File: src/rtl/gc_block_config_responder_if.sv
// Purpose : sequencer/memory-facing bundle of one configuration responder.
// Latency : wires only.
// Backpressure: none; the memory answers every strobe after a fixed latency.
// Ports (slave view, i.e. the responder):
//   current_select in  select code from the sequencer
//   pdone          in  configuration memory populated
//   mem_rd_en      out memory read strobe
//   mem_addr       out memory read address
//   mem_rdata      in  read data, valid a fixed number of cycles after mem_rd_en
//   conf_ack       out one-cycle completion pulse to the sequencer
//   cfg_busy       out load in progress
//   cfg_valid      out register bank holds a complete load
//   cfg_regs       out register bank, word i at [i*DATA_WIDTH +: DATA_WIDTH]
interface gc_block_config_responder_if #(
  parameter int unsigned NUM_WORDS  = 4,
  parameter int unsigned DATA_WIDTH = 32,
  parameter int unsigned ADDR_WIDTH = 8
);
  logic [2:0]                      current_select;
  logic                            pdone;
  logic                            mem_rd_en;
  logic [ADDR_WIDTH-1:0]           mem_addr;
  logic [DATA_WIDTH-1:0]           mem_rdata;
  logic                            conf_ack;
  logic                            cfg_busy;
  logic                            cfg_valid;
  logic [NUM_WORDS*DATA_WIDTH-1:0] cfg_regs;

  // Responder side.
  modport slave (
    input  current_select, pdone, mem_rdata,
    output mem_rd_en, mem_addr, conf_ack, cfg_busy, cfg_valid, cfg_regs
  );

  // Sequencer + memory side.
  modport master (
    output current_select, pdone, mem_rdata,
    input  mem_rd_en, mem_addr, conf_ack, cfg_busy, cfg_valid, cfg_regs
  );
endinterface

File: src/rtl/gc_block_config_responder.sv
// Purpose : loads NUM_WORDS words from the configuration memory into a local register
//           bank when the sequencer selects BLOCK_ID, then pulses conf_ack once.
// Latency : first strobe 1 cycle after sel&&pdone; conf_ack NUM_WORDS+RD_LATENCY cycles
//           after the first strobe.
// Backpressure: none; one strobe per cycle, the memory must answer each after
//           RD_LATENCY cycles. Dropping the select aborts the load.
// Ports: conf_clk / reset_n (async, active low) plus the slave modport of
//        gc_block_config_responder_if (select, pdone, read port, ack, status, bank).
module gc_block_config_responder #(
  parameter logic [2:0]            BLOCK_ID   = 3'b001,
  parameter int unsigned           NUM_WORDS  = 4,
  parameter int unsigned           DATA_WIDTH = 32,
  parameter int unsigned           ADDR_WIDTH = 8,
  parameter logic [ADDR_WIDTH-1:0] BASE_ADDR  = '0,
  parameter int unsigned           RD_LATENCY = 1
) (
  input  logic                         conf_clk,
  input  logic                         reset_n,
  gc_block_config_responder_if.slave   bus
);

  localparam int unsigned IDX_W    = (NUM_WORDS > 1) ? $clog2(NUM_WORDS) : 1;
  localparam logic [IDX_W-1:0] LAST_IDX = IDX_W'(NUM_WORDS - 1);
  localparam int unsigned REGS_W   = NUM_WORDS * DATA_WIDTH;

  typedef enum logic [2:0] {
    S_IDLE  = 3'd0,
    S_READ  = 3'd1,
    S_DRAIN = 3'd2,
    S_ACK   = 3'd3,
    S_HOLD  = 3'd4
  } state_e;

  state_e                  state_q,     state_d;
  logic [IDX_W-1:0]        issue_idx_q, issue_idx_d;
  logic [IDX_W-1:0]        wr_idx_q,    wr_idx_d;
  logic [RD_LATENCY-1:0]   pipe_q,      pipe_d;
  logic [REGS_W-1:0]       cfg_regs_q,  cfg_regs_d;
  logic                    cfg_valid_q, cfg_valid_d;

  logic sel;
  logic rd_en;
  logic loading;
  logic capture;

  assign sel     = (bus.current_select == BLOCK_ID);
  assign rd_en   = (state_q == S_READ);
  assign loading = (state_q == S_READ) || (state_q == S_DRAIN);
  // Returning read data is only accepted while the load is still selected;
  // on the aborting edge the in-flight word is discarded with the rest.
  assign capture = pipe_q[RD_LATENCY-1] && loading && sel;

  always_comb begin
    state_d     = state_q;
    issue_idx_d = issue_idx_q;
    wr_idx_d    = wr_idx_q;
    cfg_regs_d  = cfg_regs_q;
    cfg_valid_d = cfg_valid_q;

    // Valid shift register mirrors the memory latency: a bit enters with each
    // strobe and leaves exactly when that strobe's data is on mem_rdata.
    pipe_d    = '0;
    pipe_d[0] = rd_en && sel;
    for (int i = 1; i < int'(RD_LATENCY); i++) begin
      pipe_d[i] = pipe_q[i-1];
    end

    if (capture) begin
      for (int i = 0; i < int'(NUM_WORDS); i++) begin
        if (wr_idx_q == IDX_W'(i)) begin
          cfg_regs_d[i*DATA_WIDTH +: DATA_WIDTH] = bus.mem_rdata;
        end
      end
      wr_idx_d = wr_idx_q + 1'b1;
    end

    unique case (state_q)
      S_IDLE: begin
        if (sel && bus.pdone) begin
          state_d     = S_READ;
          issue_idx_d = '0;
          wr_idx_d    = '0;
          cfg_valid_d = 1'b0;
        end
      end
      S_READ: begin
        if (!sel) begin
          state_d = S_IDLE;
          pipe_d  = '0;
        end else begin
          issue_idx_d = issue_idx_q + 1'b1;
          if (issue_idx_q == LAST_IDX) begin
            state_d = S_DRAIN;
          end
        end
      end
      S_DRAIN: begin
        if (!sel) begin
          state_d = S_IDLE;
          pipe_d  = '0;
        end else if (capture && (wr_idx_q == LAST_IDX)) begin
          state_d = S_ACK;
        end
      end
      S_ACK: begin
        cfg_valid_d = 1'b1;
        state_d     = S_HOLD;
      end
      S_HOLD: begin
        // A select that stays asserted must not retrigger a load.
        if (!sel) begin
          state_d = S_IDLE;
        end
      end
      default: begin
        state_d = S_IDLE;
      end
    endcase
  end

  always_ff @(posedge conf_clk or negedge reset_n) begin
    if (!reset_n) begin
      state_q     <= S_IDLE;
      issue_idx_q <= '0;
      wr_idx_q    <= '0;
      pipe_q      <= '0;
      cfg_regs_q  <= '0;
      cfg_valid_q <= 1'b0;
    end else begin
      state_q     <= state_d;
      issue_idx_q <= issue_idx_d;
      wr_idx_q    <= wr_idx_d;
      pipe_q      <= pipe_d;
      cfg_regs_q  <= cfg_regs_d;
      cfg_valid_q <= cfg_valid_d;
    end
  end

  // Address wraps modulo 2^ADDR_WIDTH, so a block may straddle the top of memory.
  assign bus.mem_rd_en = rd_en;
  assign bus.mem_addr  = rd_en ? (BASE_ADDR + ADDR_WIDTH'(issue_idx_q)) : '0;
  assign bus.conf_ack  = (state_q == S_ACK);
  assign bus.cfg_busy  = loading;
  assign bus.cfg_valid = cfg_valid_q;
  assign bus.cfg_regs  = cfg_regs_q;

endmodule
File: src/flat_wrapper.sv
// flat-port wrapper written by rule: the top's interface ports become plain ports
module gc_block_config_responder_flat 
#(
  parameter logic [2:0]            BLOCK_ID   = 3'b001,
  parameter int unsigned           NUM_WORDS  = 4,
  parameter int unsigned           DATA_WIDTH = 32,
  parameter int unsigned           ADDR_WIDTH = 8,
  parameter logic [ADDR_WIDTH-1:0] BASE_ADDR  = '0,
  parameter int unsigned           RD_LATENCY = 1
)
  (conf_clk, reset_n, bus_current_select, bus_pdone, bus_mem_rdata, bus_mem_rd_en, bus_mem_addr, bus_conf_ack, bus_cfg_busy, bus_cfg_valid, bus_cfg_regs);
  gc_block_config_responder_if #(.NUM_WORDS(NUM_WORDS), .DATA_WIDTH(DATA_WIDTH), .ADDR_WIDTH(ADDR_WIDTH)) bus_i ();
  input  logic conf_clk;
  input  logic reset_n;
  input wire logic [$bits(bus_i.current_select)-1:0] bus_current_select;
  input wire logic [$bits(bus_i.pdone)-1:0] bus_pdone;
  input wire logic [$bits(bus_i.mem_rdata)-1:0] bus_mem_rdata;
  output wire logic [$bits(bus_i.mem_rd_en)-1:0] bus_mem_rd_en;
  output wire logic [$bits(bus_i.mem_addr)-1:0] bus_mem_addr;
  output wire logic [$bits(bus_i.conf_ack)-1:0] bus_conf_ack;
  output wire logic [$bits(bus_i.cfg_busy)-1:0] bus_cfg_busy;
  output wire logic [$bits(bus_i.cfg_valid)-1:0] bus_cfg_valid;
  output wire logic [$bits(bus_i.cfg_regs)-1:0] bus_cfg_regs;
  assign bus_i.current_select = bus_current_select;
  assign bus_i.pdone = bus_pdone;
  assign bus_i.mem_rdata = bus_mem_rdata;
  assign bus_mem_rd_en = bus_i.mem_rd_en;
  assign bus_mem_addr = bus_i.mem_addr;
  assign bus_conf_ack = bus_i.conf_ack;
  assign bus_cfg_busy = bus_i.cfg_busy;
  assign bus_cfg_valid = bus_i.cfg_valid;
  assign bus_cfg_regs = bus_i.cfg_regs;
  gc_block_config_responder #(.BLOCK_ID(BLOCK_ID), .NUM_WORDS(NUM_WORDS), .DATA_WIDTH(DATA_WIDTH), .ADDR_WIDTH(ADDR_WIDTH), .BASE_ADDR(BASE_ADDR), .RD_LATENCY(RD_LATENCY)) u_core (.conf_clk(conf_clk), .reset_n(reset_n), .bus(bus_i));
endmodule
File: config.mk
export PLATFORM = sky130hd
export DESIGN_NAME = gc_block_config_responder_flat
export DESIGN_NICKNAME = d
export VERILOG_FILES = /design/src/rtl/gc_block_config_responder_if.sv /design/src/rtl/gc_block_config_responder.sv /design/src/flat_wrapper.sv
export SDC_FILE = /design/constraint.sdc
export NUM_CORES = 1
export LEC_CHECK = 0
export CAP_MARGIN = 5
export CORE_MARGIN = 8
export CORE_UTILIZATION = 41
export CTS_CLUSTER_DIAMETER = 50
export DETAILED_ROUTE_END_ITERATION = 16
export GPL_TIMING_DRIVEN = 0
export PLACE_DENSITY = 0.76
export RECOVER_POWER = 100
export SYNTH_ARGS = -nofsm -noshare
export SYNTH_HDL_FRONTEND = slang
export SYNTH_SLANG_ARGS = --single-unit
File: constraint.sdc
create_clock -name conf_clk -period 1.67 [get_ports conf_clk]
set_input_delay 0.334 -clock conf_clk [delete_from_list [all_inputs] [get_ports conf_clk]]
set_output_delay 0.334 -clock conf_clk [all_outputs]
set_load 0.02 [all_outputs]
==> results.toml, run 1 <==
[global_routing]
grt_pass1_wl_mm = 23.7
busiest_layer = "met2"
met2_usage_pct = 31.3
grt_usage_pct = 18.8
met3_usage_pct = 8.28
grt_pass1_vias = 4144
met1_usage_pct = 21.4
antenna_found_initial = 0
grt_overflow = 0
grt_max_degree = 84

[pwr]
p_clk_share_pct = 38.8
p_int_mw = 6.77
swShare_pct = 26.5
cellPowerDensity_nw_per_um2 = 1050
p_switching_mw = 2.45
pwr-share-comb_pct = 20.1
p_leak_nw = 4.85
ir_worst_vdd_mv = 0.754
seqPwrFrac_pct = 41.1

[synthesis]
synth-seq-area-share_pct = 64.3
yosys.area.top_type = "dfrtp_1"
ys_types = 28
syn-cell-area_um2 = 5330
yosys_warnings = 0
synth_edf_count = 0
synthArstFlopShare_pct = 100
syn_avg_cell_area_um2 = 15.9
ys.flop_type = "dfrtp_1"
synthTopCellsByArea = "dfrtp_1, mux2_2, buf_2"
synth_common_cells = "dfrtp_1, mux2_2, buf_2, nand2_1, nor2_1"
synth_cells = 336
synth_seq_cells = 137
synth_most_common_cell = "dfrtp_1"
yosysTopAreaCellShare_pct = 64.3

[clock_network]
clk_path_buf_depth = 2
numCtsBuffers = 17
insertion_delay_ns = 0.42
cts_num_sinks = 137
htreeDepth = 4
cts_root_buf = "clkbuf_16"
cts_tree = "built"
cts.clk_slew.worst_paths_ns = 0.05

[layout]
antenna_cells = 0
multi_input_area_um2 = 2060
nets = 619
layoutNonFillerInstCount = 760
drive_above_1_share_pct = 42.9
n_fill_cell = 923
regArea_um2 = 3430
design_area_um2 = 8800
area_growth_pct = 65.1

[placement]
placed_cell_area_um2 = 7440
pre_cts_ws_ns = -1.00
gp_congestion = 0.751
dp_hpwl_mm = 9.69
io_buffer_count = 171
place_inst = 685

[min_path]
worst_hold_path_type = "reg2reg"

[routing]
drtIter0Drc = 132
vias = 3660
viasPerCell = 4.82
drt-total-wl_mm = 15.1
dr.pass1.iters = 4
wire_per_inst_um = 19.9
final_antenna_net_count = 0
drcViolationCount = 0

[setup_path]
end_kind = "register"
crit_start = "u_core.state_q[0]"
r2r-end = "u_core.bus.cfg_regs[11]"
cpMostUsedCell = "buf_6"
crit_chain = "xnor2_4 > nor4b_4 > buf_6 > buf_6 > nand2_8 > buf_12 > buf_8 > mux2_4"
cp.depth = 8
required_ns = 1.97
path_class = "reg2reg"
crit_slowest_cell = "dfrtp_2"
r2r-start = "u_core.state_q[0]"
worst-r2r-cell-count = 8
critPathLaunchType = "register"
cp_slowest_stage_delay_ns = 0.46
crit_end = "u_core.bus.cfg_regs[11]"
cp_num_buf_inv = 4
reg2reg_setup_slack_ns = -0.27
critPathTopFamily = "buffers and inverters"
cp_max_fo = 5
worstPathArrival_ns = 2.23

[floorplan]
rows = 41
dieArea_um2 = 16900
initial_core_util_pct = 42.0
core_um2 = 12700
die_w_um = 130
ioPinCount = 178
die_h_um = 130

[timing]
max_freq_mhz = 517
setup_violations = 133
fin_crit_ns = 1.94
rsz0062_at_grt = "true"
drv_slew = 0
clock_skew_ns = 0.00544
slew_headroom_pct = 24.8
fin_crit_sh_pct = 116
worst_pin_slew_ns = 1.13
hold_viol = 0
fin_ws_ns = -0.265

[flow_run]
maxCapViolCount = 0

[outcome]
violations = "setup timing"
status = "complete, but fails checks"
-- worst register-to-register path, cell delays in order, from the launching register on --
cell     delay [ns]
dfrtp_2        0.46
xnor2_4        0.18
nor4b_4        0.29
buf_6          0.13
buf_6          0.11
nand2_8        0.07
buf_12         0.15
buf_8          0.13
mux2_4         0.30
-- cell usage in the layout, fill, tap and decap left out, types with 5 or more instances in the layout --
cell type,Yosys,routed
dlygate4sd2_1,0,129
ha_1,5,5
clkbuf_16,0,18
buf_6,0,16
conb_1,1,6
mux2_2,127,95
mux2_4,0,34
clkbuf_8,0,7
nand2_1,8,5
buf_12,0,16
clkdlybuf4s50_1,0,33
dfrtp_1,137,134
buf_4,6,27
buf_16,0,7
-- state kept, by name, summed over array words and instances (netlist names) --
| register | count |
|---|---|
| u_core.state_q | 3 |
| u_core.pipe_q | 1 |
| u_core.issue_idx_q | 2 |
| u_core.bus.cfg_regs | 128 |
| u_core.bus.cfg_valid | 1 |
| u_core.wr_idx_q | 2 |
-- routing by layer --
layer  up-vias  wire [um]
met5         -          0
met4         0        139
met3        13       1510
met2       128       7420
met1      1857       6060
li1       1662          -
-- timing repair --
action	in CTS	in global routing
gates resized for setup	239	20
buffers inserted	33	9
cloned	9	1
setup endpoints to repair	268	137
pin swaps	11	9
hold buffers	1	0
endpoints found under the hold margin	46	0
-- cells by family after synthesis --
group	share of synthesized area (%)
AOI/OAI and AO/OA	0.775
xor gates and xnor gates	0.329
adders and majority gates	1.17
buffers and inverters	2.56
DFF	64.3
muxes	27.6
other	0.0704
and+or+nand+nor	3.10
-- how the worst min path moves through the flow --
stage                        startpoint                  endpoint  slack (ns)  cells past startpoint
2_1_floorplan                   reset_n    u_core.bus.cfg_regs[0]        0.04                      0
3_3_place_gp    u_core.bus.cfg_regs[17]   u_core.bus.cfg_regs[17]        0.49                      1
3_5_place_dp                    reset_n  u_core.bus.cfg_regs[105]        0.43                      1
4_1_cts         u_core.bus.cfg_regs[77]   u_core.bus.cfg_regs[77]        0.50                      1
5_1_grt        u_core.bus.cfg_regs[102]  u_core.bus.cfg_regs[102]        0.51                      1
6_report        u_core.bus.cfg_regs[38]   u_core.bus.cfg_regs[38]        0.50                      1
-- power by group through the flow --
stage	sequential (mW)	clock, mW	combinational [mW]
after global placement	3.80	0	1.63
after floorplan	4.08	0	0.525
after global routing	3.83	3.81	1.98
after CTS	3.78	3.67	1.63
final	3.79	3.58	1.85
after detailed placement	3.81	0	1.68
-- final cells by class --
type                    instances  area share (%)
well taps                     172            2.45
clock inverters                 6           0.711
clock buffers                  25            5.86
repair buffers                218            25.2
multi-input cells             178            23.4
flip-flops and latches        137            39.0
inverters                       4           0.171
plain buffers                  20            3.21
-- through the flow --
step	setup TNS (ns)	hold slack [ns]	utilization (%)	power, mW
floorplan	-32.18	0.0384	-	4.60
global placement	-798.64	0.487	58.5	5.43
detailed placement	-119.52	0.430	58.8	5.49
CTS	-20.11	0.500	68.7	9.08
global route	-42.13	0.509	69.4	9.62
finish	-23.88	0.496	69.4	9.21
(Power assumes the default switching activity.)
==> run 2: changes to the inputs <==
- CORE_MARGIN: 8 -> not set
==> results.toml, run 2 (same netlist as run 1, synthesis figures left out) <==
[outcome]
status = "complete, but fails checks"
violations = "setup timing"

[clock_network]
numCtsBuffers = 17
cts.clk_slew.worst_paths_ns = 0.06
cts_tree = "built"
insertion_delay_ns = 0.42
cts_num_sinks = 137
cts_root_buf = "clkbuf_16"
htreeDepth = 4
clk_path_buf_depth = 2

[pwr]
p_switching_mw = 2.40
cellPowerDensity_nw_per_um2 = 1120
swShare_pct = 25.0
ir_worst_vdd_mv = 0.694
p_total_mw = 9.58
p_int_mw = 7.18
p_leak_nw = 4.74
pwr-share-comb_pct = 17.7
seqPwrFrac_pct = 39.6
p_clk_share_pct = 42.7

[floorplan]
dieArea_um2 = 13500
ioPinCount = 178
core_um2 = 12600
die_h_um = 116
die_w_um = 116
rows = 41
initial_core_util_pct = 42.2

[layout]
antenna_cells = 0
multi_input_area_um2 = 2040
drive_above_1_share_pct = 40.5
n_fill_cell = 939
final_common_cell = "dfrtp_1"
layoutNonFillerInstCount = 742
largest_register_ff_count = 128
regArea_um2 = 3430
most-common-layout-cells = "dfrtp_1, dlygate4sd2_1, mux2_2, clkdlybuf4s50_1, mux2_4"
area_growth_pct = 60.6
nets = 600

[placement]
pre_cts_ws_ns = -1.05
dp_hpwl_mm = 8.63
gp_congestion = 0.724
io_buffer_count = 171
place_inst = 685

[setup_path]
crit_chain = "xnor2_4 > nor4b_4 > buf_6 > nand2_8 > clkbuf_16 > mux2_2"
end_kind = "register"
worstPathArrival_ns = 2.09
cp_slowest_stage_delay_ns = 0.49
cp_num_buf_inv = 2
required_ns = 1.97
path_class = "reg2reg"
cp_max_fo = 6
critPathTopFamily = "flip-flops"
crit_slowest_cell = "dfrtp_2"
critPathLaunchType = "register"

[timing]
drv_slew = 0
fin_tns_setup_ns = -11.10
fin_ws_ns = -0.125
setup_violations = 129
fin_crit_sh_pct = 108
fin_crit_ns = 1.80
whs_ns = 0.414
rsz0062_at_grt = "true"
max_freq_mhz = 557
hold_viol = 0
clock_skew_ns = 0.00507

[min_path]
worst_hold_path_type = "in2async"

[routing]
drt-total-wl_mm = 13.2
wire_per_inst_um = 17.8
drtIter0Drc = 112
viasPerCell = 4.76
dr.pass1.iters = 4
final_antenna_net_count = 0
drcViolationCount = 0
vias = 3533

[global_routing]
antenna_found_initial = 0
grt_usage_pct = 21.2
grt_overflow = 0
grt_max_degree = 92
grt_pass1_vias = 3806
grt_pass1_wl_mm = 20.9

[flow_run]
maxCapViolCount = 0
[run 2: cell type report]
class                   count  area share (%)
inverters                   4           0.175
well taps                 172            2.52
clock inverters             8            1.93
multi-input cells         178            23.8
repair buffers            202            23.0
plain buffers              17            2.79
flip-flops and latches    137            40.1
clock buffers              24            5.63
[run 2: worst paths after layout]
kind / startpoint / endpoint / slack, ns / depth (start not counted)
max reg2reg: u_core.state_q[0] / u_core.bus.cfg_regs[17] / -0.13 / 6
min reg2reg: u_core.bus.cfg_regs[78] / u_core.bus.cfg_regs[78] / 0.50 / 1
max in group asynchronous: reset_n / u_core.state_q[2] / 0.44 / 3
min in group conf_clk: bus_current_select[1] / u_core.state_q[1] / 0.47 / 5
max: u_core.state_q[0] / u_core.bus.cfg_regs[17] / -0.13 / 6
min: reset_n / u_core.bus.cfg_regs[98] / 0.41 / 2
[run 2: stage by stage]
stage | utilization (%) | area, um^2
after floorplan | - | 5490
after global placement | 58.8 | 7420
after detailed placement | 59.0 | 7440
after CTS | 67.3 | 8490
after global routing | 67.8 | 8560
final | 67.8 | 8560
[run 2: power groups by stage]
stage,logic [mW],clock network [mW],registers [mW]
floorplan,0.525,0,4.08
global placement,1.61,0,3.80
detailed placement,1.67,0,3.81
CTS,1.64,4.16,3.79
global route,1.83,4.34,3.83
finish,1.70,4.09,3.79
[run 2: metal layers]
layer | part of all wire (%) | global-route usage, %
met2 | 50 | 34.6
met1 | 42 | 25.9
met5 | 0 | 0
met3 | 6.7 | 8.37
met4 | 1.2 | 6.58
[run 2: timing repair]
| action | 4_1_cts | 5_1_grt |
|---|---|---|
| cloned | 4 | 3 |
| resized for setup | 240 | 15 |
| endpoints found under the hold margin | 46 | 0 |
| hold buffers | 1 | 0 |
| endpoints found under the setup margin | 268 | 133 |
| buffers inserted | 18 | 6 |
| pin swaps | 6 | 5 |
==> run 3: changes to the inputs <==
- ABC_AREA: not set -> 1
- CORE_UTILIZATION: 41 -> 42
==> results.toml, run 3 <==
[outcome]
status = "finished clean"

[floorplan]
ioPinCount = 178
die_h_um = 118
dieArea_um2 = 13900
initial_core_util_pct = 43.9
die_w_um = 118
rows = 41
core_um2 = 12800

[synthesis]
synth-seq-area-share_pct = 60.9
yosysTopAreaCellShare_pct = 60.9
synthArstFlopShare_pct = 100
synth_seq_cells = 137
synth_xor_area_share_pct = 0
synth-simple-area-share_pct = 12.8
ys.flop_type = "dfrtp_1"
syn-cell-area_um2 = 5630
synth_most_common_cell = "nand2_1"
synthTopCellsByArea = "dfrtp_1, nand2_1, o21ai_2"
synth-adder-area-share_pct = 1.11
synth_top_family_by_area = "compound AO/OA/AOI/OAI gates"
yosys.area.top_type = "dfrtp_1"
synthMuxAreaShare_pct = 0
synth_common_cells = "nand2_1, dfrtp_1, o21ai_2, o21ai_1, inv_1"
synth_cells = 526
synth_edf_count = 0
synth_compound_area_share_pct = 16.1
ys_types = 25
yosys_warnings = 0
syn_avg_cell_area_um2 = 10.7

[clock_network]
numCtsBuffers = 17
htreeDepth = 4
insertion_delay_ns = 0.42
cts.clk_slew.worst_paths_ns = 0.06
cts_tree = "built"
clk_path_buf_depth = 2
cts_num_sinks = 137
cts_root_buf = "clkbuf_16"

[global_routing]
grt_usage_pct = 22.7
grt_overflow = 0
grt_pass1_vias = 4660
grt_pass1_wl_mm = 24.2
antenna_found_initial = 0
grt_max_degree = 76

[routing]
drtIter0Drc = 202
final_antenna_net_count = 0
viasPerCell = 4.86
dr.pass1.iters = 4
vias = 4431
drt-total-wl_mm = 14.6
drcViolationCount = 0
wire_per_inst_um = 16.0

[timing]
hold_viol = 0
rsz0062_at_grt = "true"
setup_violations = 0
fin_crit_sh_pct = 99.3
max_freq_mhz = 603
whs_ns = 0.475
clock_skew_ns = 0.00607
slew_headroom_pct = 41.9
fin_crit_ns = 1.66
fin_ws_ns = 0.0123
drv_slew = 0
worst_pin_slew_ns = 0.871

[placement]
dp_hpwl_mm = 10.2
placed_cell_area_um2 = 7600
pre_cts_ws_ns = -0.231
io_buffer_count = 171
gp_congestion = 0.774

[pwr]
ir_worst_vdd_mv = 0.604
cellPowerDensity_nw_per_um2 = 1020
p_clk_share_pct = 46.0
p_leak_nw = 4.44
p_switching_mw = 1.98
pwr-share-comb_pct = 11.2
seqPwrFrac_pct = 42.7
p_int_mw = 6.26
swShare_pct = 24.1

[layout]
design_area_um2 = 8100
drive_above_1_share_pct = 19.7
most-common-layout-cells = "nand2_1, dfrtp_1, dlygate4sd2_1, o21ai_2, o21ai_1"
final_common_cell = "nand2_1"
area_growth_pct = 43.9
antenna_cells = 0
largest_register_ff_count = 128
nets = 770

[setup_path]
required_ns = 1.34
path_class = "reg2out"
worstPathArrival_ns = 1.32
end_kind = "output port"
critPathLaunchType = "register"
cp_max_fo = 5

[min_path]
worst_hold_path_type = "reg2reg"

[flow_run]
maxCapViolCount = 0
[run 3: cells by family (layout without fill, tap and decap cells)]
| family | count (synthesis) | count (layout) |
|---|---|---|
| fa+ha+maj | 5 | 5 |
| other cells | 1 | 6 |
| flops | 137 | 137 |
| compound gates | 135 | 135 |
| simple gates | 170 | 170 |
| buf+inv | 78 | 287 |
[run 3: through the flow]
| step | TNS, ns | util [%] | power, mW | cells |
|---|---|---|---|---|
| finish | 0 | 63.1 | 8.25 | 912 |
| global route | -2.54 | 63.1 | 8.53 | 912 |
| CTS | 0 | 62.8 | 8.27 | 911 |
| detailed placement | -24.29 | 59.3 | 4.52 | 875 |
| global placement | -689.54 | 59.0 | 4.47 | 874 |
| floorplan | 0 | - | 4.05 | 531 |
[run 3: layout make-up]
| type | count | area, um^2 |
|---|---|---|
| multi-input combinational | 316 | 1750 |
| buffer | 31 | 323 |
| tap | 172 | 215 |
| clock buffer | 24 | 482 |
| timing repair buffer | 177 | 1600 |
| clock inverter | 8 | 118 |
| sequential | 137 | 3430 |
| fill | 1115 | 4730 |
| inverter | 47 | 184 |
[run 3: metal layers]
metal / up-vias / track usage [%] / wire length (um)
met3: 31 / 6.54 / 932
li1: 2105 / - / -
met2: 162 / 37.8 / 7210
met5: - / 0 / 0
met4: 0 / 10.7 / 382
met1: 2133 / 27.1 / 6070
[run 3: power by group through the flow]
stage | registers, mW | clock network, mW | logic [mW]
2_1_floorplan | 3.66 | 0 | 0.389
3_3_place_gp | 3.57 | 0 | 0.900
3_5_place_dp | 3.58 | 0 | 0.941
4_1_cts | 3.52 | 3.85 | 0.898
5_1_grt | 3.54 | 3.97 | 1.03
6_report | 3.52 | 3.80 | 0.928
[run 3: path summary, 6_finish.rpt]
kind                                          from                  endpoint  slack, ns  cells past startpoint
max                              u_core.state_q[2]           bus_mem_addr[1]       0.01                      4
min                        u_core.bus.cfg_regs[95]   u_core.bus.cfg_regs[95]       0.48                      2
max reg2reg                      u_core.state_q[2]   u_core.bus.cfg_regs[81]       0.08                     10
min reg2reg                u_core.bus.cfg_regs[95]   u_core.bus.cfg_regs[95]       0.48                      2
max in group asynchronous                  reset_n  u_core.bus.cfg_regs[112]       0.21                      3
min in group asynchronous                  reset_n         u_core.state_q[0]       0.58                      2
[run 3: worst max-delay path, stage by stage (launching register included)]
cell and delay, ns:
dfrtp_1 0.41, inv_2 0.12, nand3_4 0.12, nor2_1 0.11, buf_4 0.15
[run 3: timing repair]
action,4_1_cts,5_1_grt
gates resized for setup,156,10
endpoints found under the hold margin,62,0
endpoints found under the setup margin,134,63
pin swaps,1,1
buffers inserted,3,1
hold buffers,1,0
